$ cat config.mk
export PLATFORM = sky130hd
export DESIGN_NAME = maxpool_layer
export DESIGN_NICKNAME = d
export VERILOG_FILES = /design/src/rtl/cnn_pkg.sv /design/src/rtl/maxpool_buf.sv /design/src/rtl/maxpool_layer.sv
export SDC_FILE = /design/constraint.sdc
export NUM_CORES = 1
export LEC_CHECK = 0
export ABC_CLOCK_PERIOD_IN_PS = 3000
export BUFFER_PORTS_ARGS = -buffer_cell sky130_fd_sc_hd__buf_4
export CORE_MARGIN = 4
export CORE_UTILIZATION = 50
export CTS_CLUSTER_SIZE = 16
export DETAILED_ROUTE_END_ITERATION = 10
export PLACE_DENSITY = 0.85
export SLEW_MARGIN = 0
export SYNTH_ARGS = -nofsm -noshare
export SYNTH_HDL_FRONTEND = slang
export SYNTH_SLANG_ARGS = --single-unit
$ cat constraint.sdc
create_clock -name clk_i -period 3 [get_ports clk_i]
set_input_delay 0 -clock clk_i [delete_from_list [all_inputs] [get_ports clk_i]]
set_output_delay 0 -clock clk_i [all_outputs]
set_load 0.05 [all_outputs]
$ cat src/rtl/cnn_pkg.sv
// rtl/cnn_pkg.sv - shared types and helpers for the CNN pipeline blocks
// Purpose: pooling state enum and counter-width helper shared by maxpool_layer
//          and maxpool_buf.
// Contents: pool_state_t (ACCUM, EMIT), cnt_width(n).
package cnn_pkg;

  typedef enum logic {
    ACCUM = 1'b0,
    EMIT  = 1'b1
  } pool_state_t;

  // Bits needed to count 0..n-1, never less than one bit.
  function automatic int cnt_width(input int n);
    return (n <= 1) ? 1 : $clog2(n);
  endfunction

endpackage

$ cat src/rtl/maxpool_buf.sv
// rtl/maxpool_buf.sv - per-channel running-max storage for maxpool_layer
// Purpose: INPUT_SIZE x WORD_SIZE register array, one write port and one
//          combinational read port sharing the same channel index.
// Ports:
//   clk_i  - clock, writes on rising edge
//   we     - write enable
//   addr   - channel index for both read and write
//   wdata  - word written at addr when we is high
//   rdata  - word currently stored at addr (combinational)
module maxpool_buf
  import cnn_pkg::*;
#(
  parameter int INPUT_SIZE = 2,
  parameter int WORD_SIZE  = 8,
  parameter int ADDR_W     = cnt_width(INPUT_SIZE)
) (
  input  logic                        clk_i,
  input  logic                        we,
  input  logic [ADDR_W-1:0]           addr,
  input  logic signed [WORD_SIZE-1:0] wdata,
  output logic signed [WORD_SIZE-1:0] rdata
);

  logic signed [WORD_SIZE-1:0] mem [INPUT_SIZE];

  // Contents are meaningless until the first frame of a window overwrites
  // them, so no reset is needed.
  always_ff @(posedge clk_i) begin
    if (we) begin
      mem[addr] <= wdata;
    end
  end

  assign rdata = mem[addr];

endmodule

$ cat src/rtl/maxpool_layer.sv
// rtl/maxpool_layer.sv - streaming max-pool over POOL_SIZE consecutive frames
// Purpose: takes INPUT_SIZE-channel frames one word per beat and emits, per
//          channel, the signed maximum over each window of POOL_SIZE frames.
// Optional feature: define MAXPOOL_RELU_EN to clamp negative pooled results
//          to zero before they are registered out.
// Ports:
//   clk_i    - clock
//   reset_i  - asynchronous active-high reset
//   valid_i  - upstream word valid
//   ready_o  - block accepts data_r_i this cycle
//   data_r_i - incoming signed word
//   valid_o  - data_r_o holds a pooled word
//   ready_i  - downstream accepts data_r_o
//   data_r_o - pooled signed word, channel order preserved
module maxpool_layer
  import cnn_pkg::*;
#(
  parameter int INPUT_SIZE = 2,
  parameter int WORD_SIZE  = 8,
  parameter int POOL_SIZE  = 2
) (
  input  logic                        clk_i,
  input  logic                        reset_i,
  input  logic                        valid_i,
  output logic                        ready_o,
  input  logic signed [WORD_SIZE-1:0] data_r_i,
  output logic                        valid_o,
  input  logic                        ready_i,
  output logic signed [WORD_SIZE-1:0] data_r_o
);

  localparam int CW = cnt_width(INPUT_SIZE);
  localparam int FW = cnt_width(POOL_SIZE);
  localparam logic [CW-1:0] CH_LAST = CW'(INPUT_SIZE - 1);
  localparam logic [FW-1:0] FR_LAST = FW'(POOL_SIZE - 1);
  // With a single-frame window every word is the last frame of its window.
  localparam pool_state_t START_STATE = (POOL_SIZE == 1) ? EMIT : ACCUM;

  logic [CW-1:0]               ch;
  logic [FW-1:0]               fr;
  logic [FW-1:0]               fr_inc;
  pool_state_t                 state;

  logic                        in_fire;
  logic                        out_fire;
  logic                        buf_we;
  logic signed [WORD_SIZE-1:0] stored;
  logic signed [WORD_SIZE-1:0] max_val;
  logic signed [WORD_SIZE-1:0] pooled;
  logic signed [WORD_SIZE-1:0] result;
  logic signed [WORD_SIZE-1:0] buf_wdata;

  // ACCUM only updates the buffer, so it never stalls; EMIT needs the output
  // register free or draining this cycle.
  assign ready_o  = (state == ACCUM) || !valid_o || ready_i;
  assign in_fire  = valid_i && ready_o;
  assign out_fire = valid_o && ready_i;

  // Strict greater-than so a tie keeps the stored value.
  assign max_val = (data_r_i > stored) ? data_r_i : stored;
  assign pooled  = (POOL_SIZE == 1) ? data_r_i : max_val;

`ifdef MAXPOOL_RELU_EN
  assign result = pooled[WORD_SIZE-1] ? '0 : pooled;
`else
  assign result = pooled;
`endif

  // Frame 0 seeds the buffer; later ACCUM frames fold into it.
  assign buf_we    = in_fire && (state == ACCUM);
  assign buf_wdata = (fr == '0) ? data_r_i : max_val;
  assign fr_inc    = fr + FW'(1);

  maxpool_buf #(
    .INPUT_SIZE (INPUT_SIZE),
    .WORD_SIZE  (WORD_SIZE),
    .ADDR_W     (CW)
  ) u_buf (
    .clk_i (clk_i),
    .we    (buf_we),
    .addr  (ch),
    .wdata (buf_wdata),
    .rdata (stored)
  );

  always_ff @(posedge clk_i or posedge reset_i) begin
    if (reset_i) begin
      ch       <= '0;
      fr       <= '0;
      state    <= START_STATE;
      valid_o  <= 1'b0;
      data_r_o <= '0;
    end else begin
      if (in_fire) begin
        if (ch == CH_LAST) begin
          ch <= '0;
          if (fr == FR_LAST) begin
            fr    <= '0;
            state <= START_STATE;
          end else begin
            fr    <= fr_inc;
            state <= (fr_inc == FR_LAST) ? EMIT : ACCUM;
          end
        end else begin
          ch <= ch + CW'(1);
        end
      end

      // A new EMIT word replaces a draining one in the same cycle, which
      // keeps the output at one word per cycle.
      if (in_fire && (state == EMIT)) begin
        data_r_o <= result;
        valid_o  <= 1'b1;
      end else if (out_fire) begin
        valid_o <= 1'b0;
      end
    end
  end

endmodule
== After elaboration in Yosys (flattened, before gate mapping) ==
Memories as Yosys holds them, arrays and structs flattened.
Index checks and enable logic that the tools add are counted.
Cells by class
  $add $sub $neg: 2
  order comparisons: 1
  mux-type cells: 10
  bitwise gates (word level): 1
  reduce and logical (&&, ||, !) cells: 9
Operators with widths (number)
  $mux W8: 2
  $gt A8 B8 Y1: 1
  $mux W1: 8
  $logic_and A1 B1 Y1: 4
  $add A1 B1 Y1 const B: 2
  $logic_or A1 B1 Y1: 2
  $reduce_and A2 Y1: 1
  $reduce_bool A2 Y1: 1
  $logic_not A1 Y1: 1
  $not A1 Y1: 1
Storage, ports and cells
  register bits: 12
  memory bits (writable): 16
  bits of input ports: 12
  output and inout bits: 10
  word-level logic and storage cells: 29
  memories: 1
Memories
  u_buf.mem: words 2, bits a word 8, rd ports 1, clocked after memory_dff 0, wr ports 1, RTL line maxpool_buf.sv:24  | logic signed [WORD_SIZE-1:0] mem [INPUT_SIZE];

== Logic depth before layout (Yosys ltp) ==
  depth in word-level cells: 7
  depth in mapped cells: 10
  mapped depth without buffers: 7

== By module ==
From an unflattened synthesis, not the netlist that was laid out.
Second synthesis, totals
  cell total of the unflattened synthesis: 125
  area total of the unflattened synthesis: 1547.7 sq um
Modules (own cells, without submodules)
  maxpool_layer: instances 1, cells an instance 98, area each 919.6 sq um, sequential area each 275.3 sq um
  maxpool_buf: instances 1, cells an instance 27, area each 628.1 sq um, sequential area each 480.5 sq um

== Worst setup path before layout ==
No wires, ideal clock.
  kind: register -> register
  from: reg ch
  to: mem u_buf.mem[0][0], data pin
  library setup time: 262 ps
  arrival time: 2665 ps
  data required time: 2738 ps
  slack: 73 ps
  stages on the path, launching flop included: 11
  buffers on the path: 3
  clock period less this slack: 2927 ps
  path through: dfrtp_1 clkbuf_1 mux2i_1 ha_1 and4_4 nor2b_4 a311o_1 buf_6 and3_4 buf_6 mux2_4
On the way
  word-level cells in the longest chain between the ends: 4
Ends and longest elaborated chain
  from (decl): RTL line maxpool_layer.sv:39  | logic [CW-1:0] ch;
  from (signal assigned): RTL line maxpool_layer.sv:105  | ch <= ch + CW'(1);
  $mem_v2 Z2 W8 *
  $gt A8 B8 Y1: RTL line maxpool_layer.sv:60  | assign max_val = (data_r_i > stored) ? data_r_i : stored;
  $mux W8 *: RTL line maxpool_layer.sv:60
  $mux W8 *: RTL line maxpool_layer.sv:71  | assign buf_wdata = (fr == '0) ? data_r_i : max_val;
  net buf_wdata[0]: RTL line maxpool_layer.sv:51  | logic signed [WORD_SIZE-1:0] buf_wdata;
  to (decl): RTL line maxpool_buf.sv:24
Mark *: on every way through the listed nets, which the timed path passes. The rest lies on a longest branch.

== Worst setup path after layout ==
  from: reg ch
  to: mem u_buf.mem[1][0], data pin
The elaborated chain is that of the path after synthesis.

==> flow_metrics.tcl <==
set metrics [dict create \
    portBuffers 21 \
    nets 174 \
    n_fill_cell 210 \
    viasPerCell 6.13 \
    grt_pass1_wl_um 5300 \
    swShare_pct 46.2 \
    postSynthCellCount 120 \
    avgSynthCellArea_um2 12.1 \
    reg2reg_to "u_buf.mem[1][0]$_DFFE_PP_" \
    area_growth_pct 22.5 \
    cts_setup_buffers 0 \
    fp.coreArea_um2 2760 \
    required_ns 3.09 \
    synth_top_family_by_area "compound AO/OA/AOI/OAI gates" \
    diodes 0 \
    p_clk_share_pct 9.1 \
    p_per_area_nw_per_um2 993 \
    synth_compound_area_share_pct 19.3 \
    cts_sinks 27 \
    cts_made_buffers 3 \
    grt_pass1_vias 1154 \
    slew_headroom_pct 52.5 \
    tightest_slew_ns 0.710 \
    utilization_pct 64.7 \
    synth_ff_type "edfxtp_1" \
    gr-total-overflow 0 \
    pin_count 22 \
    start_util_pct 52.8 \
    dp_slack_ns 0.220 \
    hold_viol 0 \
    period_needed_ns 2.71 \
    vias 1127 \
    clk_pin_slew_ns 0.15 \
    synth_top_area_share_pct 33.0 \
    drt_iter0_drc 59 \
    dp_hpwl_um 2410 \
    synth_commonest_cells "edfxtp_1 (16), nand2_1 (13), dfrtp_1 (11)" \
    worst_slack_ns 0.289 \
    fmax_ghz 0.369 \
    cts_tree "built" \
    synth_top_area_cell "edfxtp_1" \
    fin_crit_sh_pct 90.4 \
    muxShareOfSynthArea_pct 6.62 \
    cp-start-kind "flop" \
    wl_per_cell_um 17.5 \
    drv_slew 0 \
    drive_above_1_share_pct 26.1 \
    synth_simple_gate_area_share_pct 11.3 \
    hold_path_end "data_r_o[4]$_DFFE_PP0P_" \
    p_leak_nw 0.726 \
    die_x_um 61.9 \
    synth_most_common_cell "edfxtp_1" \
    synthDistinctLibCells 34 \
    crit_type "flop to flop" \
    worstSkewPairLatency_ns 0.32 \
    clockRootBuffer "clkbuf_4" \
    switchingPower_w 0.000818 \
    regToRegStartpoint "ch$_DFFE_PP0P_" \
    p_int_w 0.000953 \
    drtPass1Iterations 5 \
    hp-class "input pin to flop" \
    grt_start_max_net_pins 18 \
    grtUsageTotal_pct 18.8 \
    synth.area.top_cells "edfxtp_1 (33%), dfrtp_1 (19%), ha_1 (6.9%)" \
    ys_seq_area_share_pct 51.9 \
    worstHoldPathCells 3 \
    combPwrFrac_pct 53.8 \
    setup_tns_ns 0 \
    antenna_found_initial 0 \
    syn_nets 140 \
    synthArstFlopShare_pct 40.7 \
    worst_setup_path_end_kind "flop" \
    htreeDepth 1 \
    max_cap_violations 0 \
    critPathArrivalTime_ns 2.80 \
    rrSetupSlack_ns 0.29 \
    worstHoldStart "data_r_i[4]" \
    p_seq_share_pct 37.1 \
    status "finished, final reports clean" \
    synth_warnings 0 \
    synth_adder_area_share_pct 6.88 \
    r2r.worst_path.cells 7 \
    synth-seq-cells 27 \
    placementRows 19 \
    startpoint "ch$_DFFE_PP0P_" \
    cts_buffer_depth 2 \
    finClkSkew_ns 0.00523 \
    whs_ns 0.0224 \
    grt_setup_unrepaired "no" \
    synth_edf_count 16 \
    synth_xor_area_share_pct 0.602 \
    drc 0 \
    syn_area_um2 1460 \
    drt-total-wl_um 3220 \
    setup_viol_count_final 0 \
    dieArea_um2 3840 \
    peakVddDrop_uv 1000 \
    place_congestion 0.868 \
    ant_nets 0 \
    die_height_um 61.9 \
    crit_fanout 11 \
]
[cells by family (layout without fill, tap and decap cells)]
group,Yosys count,count (layout)
compound gates,39,39
mux,9,9
buf+inv,9,42
flops,27,27
simple gates,27,27
fa+ha+maj,8,8
xor+xnor,1,1
[how the worst max path moves through the flow]
stage | endpoint | slack [ns] | cells after the start
finish | u_buf.mem[1][0]$_DFFE_PP_ | 0.29 | 7
global route | data_r_o[4]$_DFFE_PP0P_ | 0.12 | 8
CTS | data_r_o[4]$_DFFE_PP0P_ | 0.18 | 8
detailed placement | data_r_o[4]$_DFFE_PP0P_ | 0.22 | 8
global placement | u_buf.mem[0][0]$_DFFE_PP_ | 0.28 | 7
floorplan | u_buf.mem[0][0]$_DFFE_PP_ | 0.07 | 10
[metal layers]
metal / vias up / routed length (um) / global-route usage [%]
met1: 540 / 1390 / 23.8
li1: 538 / - / -
met3: 8 / 161 / 2.89
met2: 41 / 1580 / 31.7
met4: 0 / 82 / 8.48
met5: - / 0 / 0
[worst max-delay path, cell delays in order (launching register included)]
cell and delay, ns:
dfrtp_2 0.56, mux2i_1 0.36, ha_1 0.31, nor2b_1 0.13, o211ai_1 0.23, a211o_2 0.30, and3_4 0.28, mux2_4 0.32
[layout by cell type (no fill, tap or decap), types with 2 or more instances in the layout]
cell type      Yosys  final
o211ai_1           8      8
edfxtp_1          16     16
ha_1               8      8
nand2_1           13     13
dlygate4sd3_1      0     10
buf_4              0     26
clkbuf_4           0      3
a31oi_1            7      7
a21oi_1           10     10
o311ai_0           7      7
a21o_1             2      2
mux2i_1            7      7
inv_1              2      2
nor2b_1            2      2
nor2_1             2      2
dfrtp_1           11     10
[sequential cells by signal (all words and copies together) (netlist names)]
| signal | cells |
|---|---|
| u_buf.mem | 16 |
| data_r_o | 8 |
| valid_o | 1 |
| fr | 1 |
| ch | 1 |
[metrics by stage]
step | cells | instance area (um^2) | total power, W
floorplan | 120 | 1460 | 0.00134
global placement | 170 | 1650 | 0.00157
detailed placement | 170 | 1650 | 0.00160
CTS | 183 | 1770 | 0.00177
global route | 184 | 1780 | 0.00190
finish | 184 | 1780 | 0.00177
[what timing repair did]
| item | CTS | global route |
|---|---|---|
| resized for setup | 0 | 2 |
| setup endpoints to repair | 0 | 10 |
| hold buffers | 9 | 1 |
| endpoints found under the hold margin | 19 | 1 |
[power groups by stage]
| stage | registers (W) | logic, W | clock network (W) |
|---|---|---|---|
| after global placement | 0.000652 | 0.000918 | 0 |
| final | 0.000658 | 0.000953 | 0.000160 |
| after detailed placement | 0.000663 | 0.000940 | 0 |
| after floorplan | 0.000802 | 0.000540 | 0 |
| after CTS | 0.000654 | 0.000952 | 0.000161 |
| after global routing | 0.000674 | 0.00104 | 0.000182 |
[cell type report]
| cell class | count | area [um^2] | area share (%) |
|---|---|---|---|
| sequential | 27 | 757 | 42.5 |
| multi-input combinational | 84 | 654 | 36.7 |
| timing repair buffer | 36 | 295 | 16.6 |
| tap | 31 | 38.8 | 2.18 |
| clock buffer | 3 | 22.5 | 1.26 |
| clock inverter | 1 | 7.51 | 0.421 |
| inverter | 2 | 7.51 | 0.421 |
No activity file was read; power rests on OpenSTA's default activity.
